===== src/rtl/vsa_mc_core.sv =====
// vsa_mc_core: parametrised multicycle VSA core.
// Non-pipelined IF/ID/EX/MEM/WB sequencer with memory wait states.
module vsa_mc_core #(
    parameter int DATA_W = 16,
    parameter int PC_W   = 12,
    parameter int CNT_W  = 16
) (
    input  logic              clock,
    input  logic              rst,
    output logic [PC_W-1:0]   pc,
    input  logic [15:0]       instruction,
    input  logic              imem_rdy,
    output logic [DATA_W-1:0] alu_out,
    input  logic [DATA_W-1:0] datain,
    output logic [DATA_W-1:0] dataout,
    output logic              rd,
    output logic              wr,
    input  logic              dmem_rdy,
    output logic              halted,
    output logic [2:0]        state,
    output logic [CNT_W-1:0]  retired
);

    typedef enum logic [2:0] {
        S_IF  = 3'd0,
        S_ID  = 3'd1,
        S_EX  = 3'd2,
        S_MEM = 3'd3,
        S_WB  = 3'd4,
        S_HLT = 3'd5
    } state_t;

    localparam logic [2:0] OP_LW   = 3'd0;
    localparam logic [2:0] OP_SW   = 3'd1;
    localparam logic [2:0] OP_BEQZ = 3'd2;
    localparam logic [2:0] OP_ALU  = 3'd3;
    localparam logic [2:0] OP_ADDI = 3'd4;
    localparam logic [2:0] OP_SUBI = 3'd5;
    localparam logic [2:0] OP_BNEZ = 3'd6;
    localparam logic [2:0] OP_HALT = 3'd7;

    state_t            state_q, state_d;
    logic [DATA_W-1:0] regs_q [4];
    logic [PC_W-1:0]   pc_q, npc_q;
    logic [15:0]       ir_q;
    logic [DATA_W-1:0] a_q, b_q, alu_q, lmd_q;
    logic              cond_q;
    logic [CNT_W-1:0]  ret_q;

    logic [2:0]        op;
    logic [1:0]        rs1, rs2, rdi, wdst;
    logic [6:0]        fun;
    logic [DATA_W-1:0] imm, npc_ext, alu_d;
    logic              is_mem, mem_done, is_br, wen;

    assign op     = ir_q[2:0];
    assign rs1    = ir_q[4:3];
    assign rs2    = ir_q[6:5];
    assign rdi    = ir_q[8:7];
    assign fun    = ir_q[15:9];
    assign imm    = {{(DATA_W-9){ir_q[15]}}, ir_q[15:7]};
    assign is_mem = (op == OP_LW) || (op == OP_SW);
    assign is_br  = (op == OP_BEQZ) || (op == OP_BNEZ);
    assign mem_done = !is_mem || dmem_rdy;
    assign wdst   = (op == OP_ALU) ? rdi : rs2;
    assign wen    = (op == OP_ALU) || (op == OP_ADDI) ||
                    (op == OP_SUBI) || (op == OP_LW);

    assign pc      = pc_q;
    assign alu_out = alu_q;
    assign dataout = b_q;
    assign rd      = (state_q == S_MEM) && (op == OP_LW);
    assign wr      = (state_q == S_MEM) && (op == OP_SW);
    assign halted  = (state_q == S_HLT);
    assign state   = state_q;
    assign retired = ret_q;

    // Control state register.
    always_ff @(posedge clock) begin
        if (rst) state_q <= S_IF;
        else     state_q <= state_d;
    end

    // Next-state sequencing, stalling on memory handshakes.
    always_comb begin
        state_d = state_q;
        unique case (state_q)
            S_IF:  if (imem_rdy) state_d = S_ID;
            S_ID:  state_d = (op == OP_HALT) ? S_HLT : S_EX;
            S_EX:  state_d = S_MEM;
            S_MEM: if (mem_done) state_d = S_WB;
            S_WB:  state_d = S_IF;
            S_HLT: state_d = S_HLT;
            default: state_d = S_IF;
        endcase
    end

    // Execute-stage result: address, arithmetic or branch target.
    always_comb begin
        npc_ext = '0;
        npc_ext[PC_W-1:0] = npc_q;
        alu_d = alu_q;
        case (op)
            OP_LW, OP_SW, OP_ADDI: alu_d = a_q + imm;
            OP_SUBI:               alu_d = a_q - imm;
            OP_BEQZ, OP_BNEZ:      alu_d = npc_ext + (imm << 1);
            OP_ALU: begin
                case (fun)
                    7'd0: alu_d = a_q + b_q;
                    7'd1: alu_d = a_q - b_q;
                    7'd2: alu_d = a_q & b_q;
                    7'd3: alu_d = a_q | b_q;
                    7'd4: alu_d = a_q ^ b_q;
                    7'd5: alu_d = a_q >> 1;
                    default: alu_d = alu_q;
                endcase
            end
            default: alu_d = alu_q;
        endcase
    end

    // Datapath registers updated per control state.
    always_ff @(posedge clock) begin
        if (rst) begin
            for (int i = 0; i < 4; i++) regs_q[i] <= '0;
            pc_q   <= '0;
            npc_q  <= '0;
            ir_q   <= '0;
            a_q    <= '0;
            b_q    <= '0;
            alu_q  <= '0;
            cond_q <= 1'b0;
            lmd_q  <= '0;
            ret_q  <= '0;
        end else begin
            case (state_q)
                S_IF: begin
                    if (imem_rdy) begin
                        ir_q  <= instruction;
                        npc_q <= pc_q + PC_W'(2);
                    end
                end
                S_ID: begin
                    a_q <= (rs1 == 2'd0) ? '0 : regs_q[rs1];
                    b_q <= (rs2 == 2'd0) ? '0 : regs_q[rs2];
                end
                S_EX: begin
                    alu_q <= alu_d;
                    if (is_br)
                        cond_q <= (op == OP_BEQZ) ? (a_q == '0)
                                                  : (a_q != '0);
                end
                S_MEM: begin
                    if (mem_done) begin
                        if (op == OP_LW) lmd_q <= datain;
                        if (is_br && cond_q) pc_q <= alu_q[PC_W-1:0];
                        else                 pc_q <= npc_q;
                    end
                end
                S_WB: begin
                    if (wen && wdst != 2'd0)
                        regs_q[wdst] <= (op == OP_LW) ? lmd_q : alu_q;
                    ret_q <= ret_q + CNT_W'(1);
                end
                default: ;
            endcase
        end
    end

endmodule


===== config.mk =====
export PLATFORM = sky130hd
export DESIGN_NAME = vsa_mc_core
export DESIGN_NICKNAME = d
export VERILOG_FILES = /design/src/rtl/vsa_mc_core.sv
export SDC_FILE = /design/constraint.sdc
export NUM_CORES = 1
export LEC_CHECK = 0
export CAP_MARGIN = 30
export CORE_MARGIN = 2
export CORE_UTILIZATION = 50
export CTS_CLUSTER_DIAMETER = 50
export DETAILED_ROUTE_END_ITERATION = 8
export PLACE_DENSITY = 0.81
export SLEW_MARGIN = 30
export SYNTH_ARGS = -nofsm -noshare
export SYNTH_HDL_FRONTEND = slang
export SYNTH_SLANG_ARGS = --single-unit
export TNS_END_PERCENT = 5

===== constraint.sdc =====
create_clock -name clock -period 3.4 [get_ports clock]
set_clock_uncertainty 0.05 [all_clocks]
set_input_delay 0.51 -clock clock [delete_from_list [all_inputs] [get_ports clock]]
set_output_delay 0.51 -clock clock [all_outputs]
set_load 0.01 [all_outputs]

==> flow_summary.toml, run 1 <==
[clock_tree]
cts_root_buffer = "clkbuf_16"
holdBufCountCts = 0
cts.clk_slew.worst_paths_ns = 0.08
numCtsBuffers = 17
tritoncts = "built"
clk_latency_ns = 0.45
cts.htree.levels = 4
clkSinkCount = 192
clockBufferDepth = 2

[sta]
fmax_mhz = 305.0
rsz0062_at_grt = "yes"
worstMarginPinSlew_ns = 0.9881
hold_slack_ns = 0.4048
setup_viol_count_final = 0
hold_viol = 0
tns_ns = 0
period_needed_ns = 3.278
slew_headroom_pct = 33.88
worst_slack_ns = 0.1216
drv_slew = 0
fin_crit_sh_pct = 96.42

[finish]
antenna_cells = 0
final_cell_count_no_fill = 1779
utilization_pct = 61.48
register_area_um2 = 4489
area_delta_synth_final_pct = 20.48
multi_input_area_um2 = 7137
fin_area_um2 = 14470
n_fill_cell = 1949
drive_gt1_share_pct = 13.90
fin_nets = 1564

[floorplanning]
io-pin-count = 102
row_count = 56
initial_utilization_pct = 51.03
die_h_um = 159.0
fp.dieW_um = 159.0
fp.coreArea_um2 = 23540
dieArea_um2 = 25280

[place]
dpl_cell_area_um2 = 13690
portBuffers = 101
hpwl_mm = 26.19
gp_congestion = 0.9401
dp.cells = 1739
pre_cts_ws_ns = 0.03815

[setup_path]
crit_path_end_kind = "flop"
path_buf_inv = 2
path_class = "reg2reg"
max_stage_delay_ns = 0.52
cp-start-kind = "flop"
critPathSlowestCell = "a311oi_1"
cp_top_family = "compound AO/OA/AOI/OAI gates"
crit_arrival_ns = 3.53
crit_required_ns = 3.65
crit_fanout = 5
crit_chain = "buf_4 > nor3_1 > a311oi_1 > a21oi_1 > ha_1 > a21o_1 > a21oi_1 > o41ai_2 > buf_4 > a221oi_2 > xnor2_1 > a221oi_1 > a211oi_1"

[grt]
grt_max_degree = 56
overflow = 0
antenna_found_initial = 0
track_usage_pct = 28.15
grt_pass1_vias = 10410
grt_pass1_wl_mm = 56.43

[routing]
drc = 0
totalWireLength_mm = 36.10
drtPass1Iterations = 5
dr_total_vias = 10750
antenna_left = 0
viasPerCell = 6.042
first_iter_violations = 883
wl_per_cell_um = 20.29

[synthesis]
yosysMostFrequentCell = "nor2_1"
synth.avg_cell_area_um2 = 9.199
synth_commonest_cells = "nor2_1 (185), nand2_1 (142), dfxtp_1 (128), a21oi_1 (89), ha_1 (78)"
yosys_warnings = 0
ys_top_cells_by_area = "dfxtp_1 (21%), edfxtp_1 (16%), ha_1 (8.1%)"
synthCells = 1306
ys.flop_type = "dfxtp_1"
synth-seq-cells = 192
synth_top_cell_by_area = "dfxtp_1"
async_flop_share_pct = 0
synth.cell_area_um2 = 12010
ys_types = 78
seq_area_frac_synth_pct = 37.33
synth_edf_count = 64
yosysTopAreaCellShare_pct = 21.33

[power]
p_leak_nw = 5.388
p_int_mw = 4.539
peakVddDrop_mv = 0.3793
power_frac_comb_pct = 32.4
powerDensity_nw_per_um2 = 479.5
switching_share_pct = 34.60
pwr-share-seq_pct = 38.2
switchingPower_mw = 2.401
clockPowerShare_pct = 29.4
power.total_mw = 6.941

[flow_run]
drv_cap = 0

[run_status]
status = "completed"

[hold_path]
hold_path.class = "reg2reg"
registers in the layout (all words and copies together) (netlist names), 16 cells and up, named ones only:
register  count
lmd_q        16
retired      16
regs_q       64
a_q          16
dataout      16
ir_q         16
alu_out      16
layout by cell type (no fill, tap or decap), drive strengths merged, types with 9 or more instances in the layout:
cell,instances
xnor2,48
a31oi,11
dfxtp,128
ha,78
inv,56
clkbuf,19
a311oi,16
nor2,185
clkdlybuf4s50,100
nand3,29
a21oi,89
conb,16
nand4,10
mux2i,39
nand2b,12
a221oi,9
xor2,26
a22oi,36
nand2,142
edfxtp,64
nor3,27
nor2b,11
a211oi,25
mux4,32
a21o,11
nor4,11
o21ai,36
buf,89
layout make-up:
type                            count  share of cell area (%)
Tap cell                          319                   2.758
Timing Repair Buffer              189                   11.64
Sequential cell                   192                   31.02
Multi-Input combinational cell   1001                   49.31
Clock buffer                       19                   3.129
Clock inverter                     13                  0.9509
Inverter                           46                   1.193
kinds of logic after synthesis:
group,count (synthesis),share of synthesized area (%)
AO/OA/AOI/OAI,291,16.44
XOR/XNOR,74,5.395
adder cells (fa/ha/maj),81,8.623
buffers and inverters,128,4.926
flip-flops,192,37.33
multiplexers,71,9.248
other,1,0.03121
AND/OR/NAND/NOR,468,18.01
power groups by stage:
stage	Combinational, mW	Clock, mW	Sequential, mW
floorplan	1.47	0	2.63
global placement	2.07	0	2.69
detailed placement	2.10	0	2.69
CTS	2.12	2.05	2.64
global route	2.42	2.13	2.66
finish	2.25	2.04	2.65
per-layer routing:
| metal | vias up | part of all wire, % | track usage, % |
|---|---|---|---|
| met5 | - | 0 | 0 |
| met4 | 0 | 4.0 | 12.52 |
| met3 | 106 | 7.4 | 4.272 |
| met2 | 465 | 49 | 47.35 |
| met1 | 5174 | 40 | 36.04 |
| li1 | 5004 | - | - |
final timing paths:
path	from	end	slack [ns]	cells past startpoint
max	ir_q[10]	alu_out[15]	0.12	13
min	lmd_q[6]	lmd_q[6]	0.40	2
min reg2reg	lmd_q[6]	lmd_q[6]	0.40	2
max reg2reg	ir_q[10]	alu_out[15]	0.12	13
worst reg2reg max path: stages, from the launching register on:
cell      delay, ns
dfxtp_1        0.45
buf_4          0.18
nor3_1         0.07
a311oi_1       0.52
a21oi_1        0.14
ha_1           0.38
a21o_1         0.18
a21oi_1        0.16
o41ai_2        0.09
buf_4          0.15
a221oi_2       0.24
xnor2_1        0.10
a221oi_1       0.29
a211oi_1       0.11
what timing repair did:
| item | 4_1_cts | 5_1_grt |
|---|---|---|
| gates resized for setup | 0 | 30 |
| setup buffers | 0 | 8 |
| setup endpoints to repair | 0 | 8 |
Power figures use the tool's default switching activity.
==> run 2: changes to the inputs <==
- CAP_MARGIN: 30 -> default
- PLACE_DENSITY: 0.81 -> 0.78
- clock period: 3.4 -> 3.45 ns (I/O delays scaled with it)
==> flow_summary.toml, run 2 (synthesized netlist as in run 1, its figures left out) <==
[place]
portBuffers = 101
hpwl_mm = 26.43
dp.cells = 1728
gp_congestion = 0.9671

[sta]
worstMarginPinSlew_ns = 1.074
setup_viol_count_final = 0
hold_viol = 0
fin_crit_sh_pct = 94.57
rsz0062_at_grt = "yes"
drv_slew = 0
period_needed_ns = 3.263
tns_ns = 0
fmax_mhz = 306.5
slew_headroom_pct = 28.16

[finish]
final_cell_mix = "nor2_1 (185), nand2_1 (142), dfxtp_1 (127)"
antenna_cells = 0
layout_commonest_cell = "nor2_1"
largest_reg_flops = 64
top_register = "regs_q"
drive_gt1_share_pct = 12.21
utilization_pct = 61.03
area_delta_synth_final_pct = 19.59
n_fill_cell = 2034
fin_nets = 1546
final_cell_count_no_fill = 1761

[setup_path]
crit_path_end_kind = "flop"
crit_required_ns = 3.70
crit_fanout = 4
cp-start-kind = "flop"
crit_arrival_ns = 3.52
path_class = "reg2reg"

[grt]
track_usage_pct = 28.55
grt_pass1_wl_mm = 56.88
grt_pass1_vias = 10210
antenna_found_initial = 0
grt_max_degree = 85
overflow = 0

[floorplanning]
io-pin-count = 102
fp.dieW_um = 159.0
fp.coreArea_um2 = 23540
initial_utilization_pct = 51.03
dieArea_um2 = 25280
die_h_um = 159.0
row_count = 56

[clock_tree]
cts.htree.levels = 4
clk_latency_ns = 0.45
numCtsBuffers = 17
cts_root_buffer = "clkbuf_16"
cts.clk_slew.worst_paths_ns = 0.08
clockBufferDepth = 2
tritoncts = "built"
clkSinkCount = 192

[routing]
drtPass1Iterations = 6
viasPerCell = 6.009
wl_per_cell_um = 20.74
first_iter_violations = 917
dr_total_vias = 10580
totalWireLength_mm = 36.53
antenna_left = 0
drc = 0

[hold_path]
hold_path.class = "reg2reg"

[power]
powerDensity_nw_per_um2 = 480.0
power.total_mw = 6.896
peakVddDrop_mv = 0.3440
p_leak_nw = 5.300

[run_status]
status = "completed"

[flow_run]
drv_cap = 0
[run 2: cell count changes in the layout (fill, tap and decap cells not counted), sizes merged]
| cell | previous run | this run |
|---|---|---|
| clkinv | 3 | 7 |
| clkbuf | 19 | 17 |
| inv | 56 | 54 |
| buf | 89 | 71 |
[run 2: final cells by class]
cell class	instances	area, µm²	share of cell area [%]
repair buffers	171	1550	10.79
clock buffers	17	425.4	2.961
clock inverters	15	217.7	1.515
well taps	319	399.1	2.778
inverters	46	172.7	1.202
multi-input cells	1001	7117	49.53
flip-flops and latches	192	4486	31.22
[run 2: timing repair]
item | CTS | global route
hold buffers | 0 | 0
hold endpoints to repair | 0 | 0
setup buffers | 0 | 1
setup endpoints to repair | 0 | 8
resized for setup | 0 | 21
[run 2: where the power goes]
part | internal, mW | switching, mW
Sequential | 2.45 | 0.175
Combinational | 0.970 | 1.19
Clock | 1.02 | 1.10
[run 2: through the flow]
| stage | area (µm²) | hold WS, ns | worst slack [ns] |
|---|---|---|---|
| floorplan | 12070 | 0.3860 | 0.01045 |
| global placement | 13600 | 0.3936 | 0.1326 |
| detailed placement | 13600 | 0.3982 | 0.1207 |
| CTS | 14250 | 0.4098 | 0.1146 |
| global route | 14370 | 0.4263 | -0.02908 |
| finish | 14370 | 0.4094 | 0.1873 |
[run 2: worst paths after layout]
path	start	depth (start not counted)	slack (ns)	end
worst min-delay path	lmd_q[6]	2	0.41	lmd_q[6]
worst max register to register	ir_q[12]	13	0.19	alu_out[14]
worst max-delay path	ir_q[12]	13	0.19	alu_out[14]
worst min register to register	lmd_q[6]	2	0.41	lmd_q[6]
[run 2: critical path: stages (launching register included)]
cell and delay [ns]:
dfxtp_1 0.34, nor4_4 0.26, buf_4 0.17, nand3_1 0.15, nor2_1 0.15, a21oi_2 0.06
fa_1 0.45, a211oi_1 0.28, o21bai_1 0.15, a21boi_2 0.25, o31ai_4 0.10, or4b_1 0.51
nand4_1 0.11, a311oi_2 0.09
[run 2: metal layers]
| layer | wire length (µm) | GRT usage [%] |
|---|---|---|
| met5 | 0 | 0 |
| met4 | 1435 | 11.94 |
| met3 | 2738 | 4.975 |
| met2 | 17400 | 47.41 |
| met1 | 14950 | 36.97 |
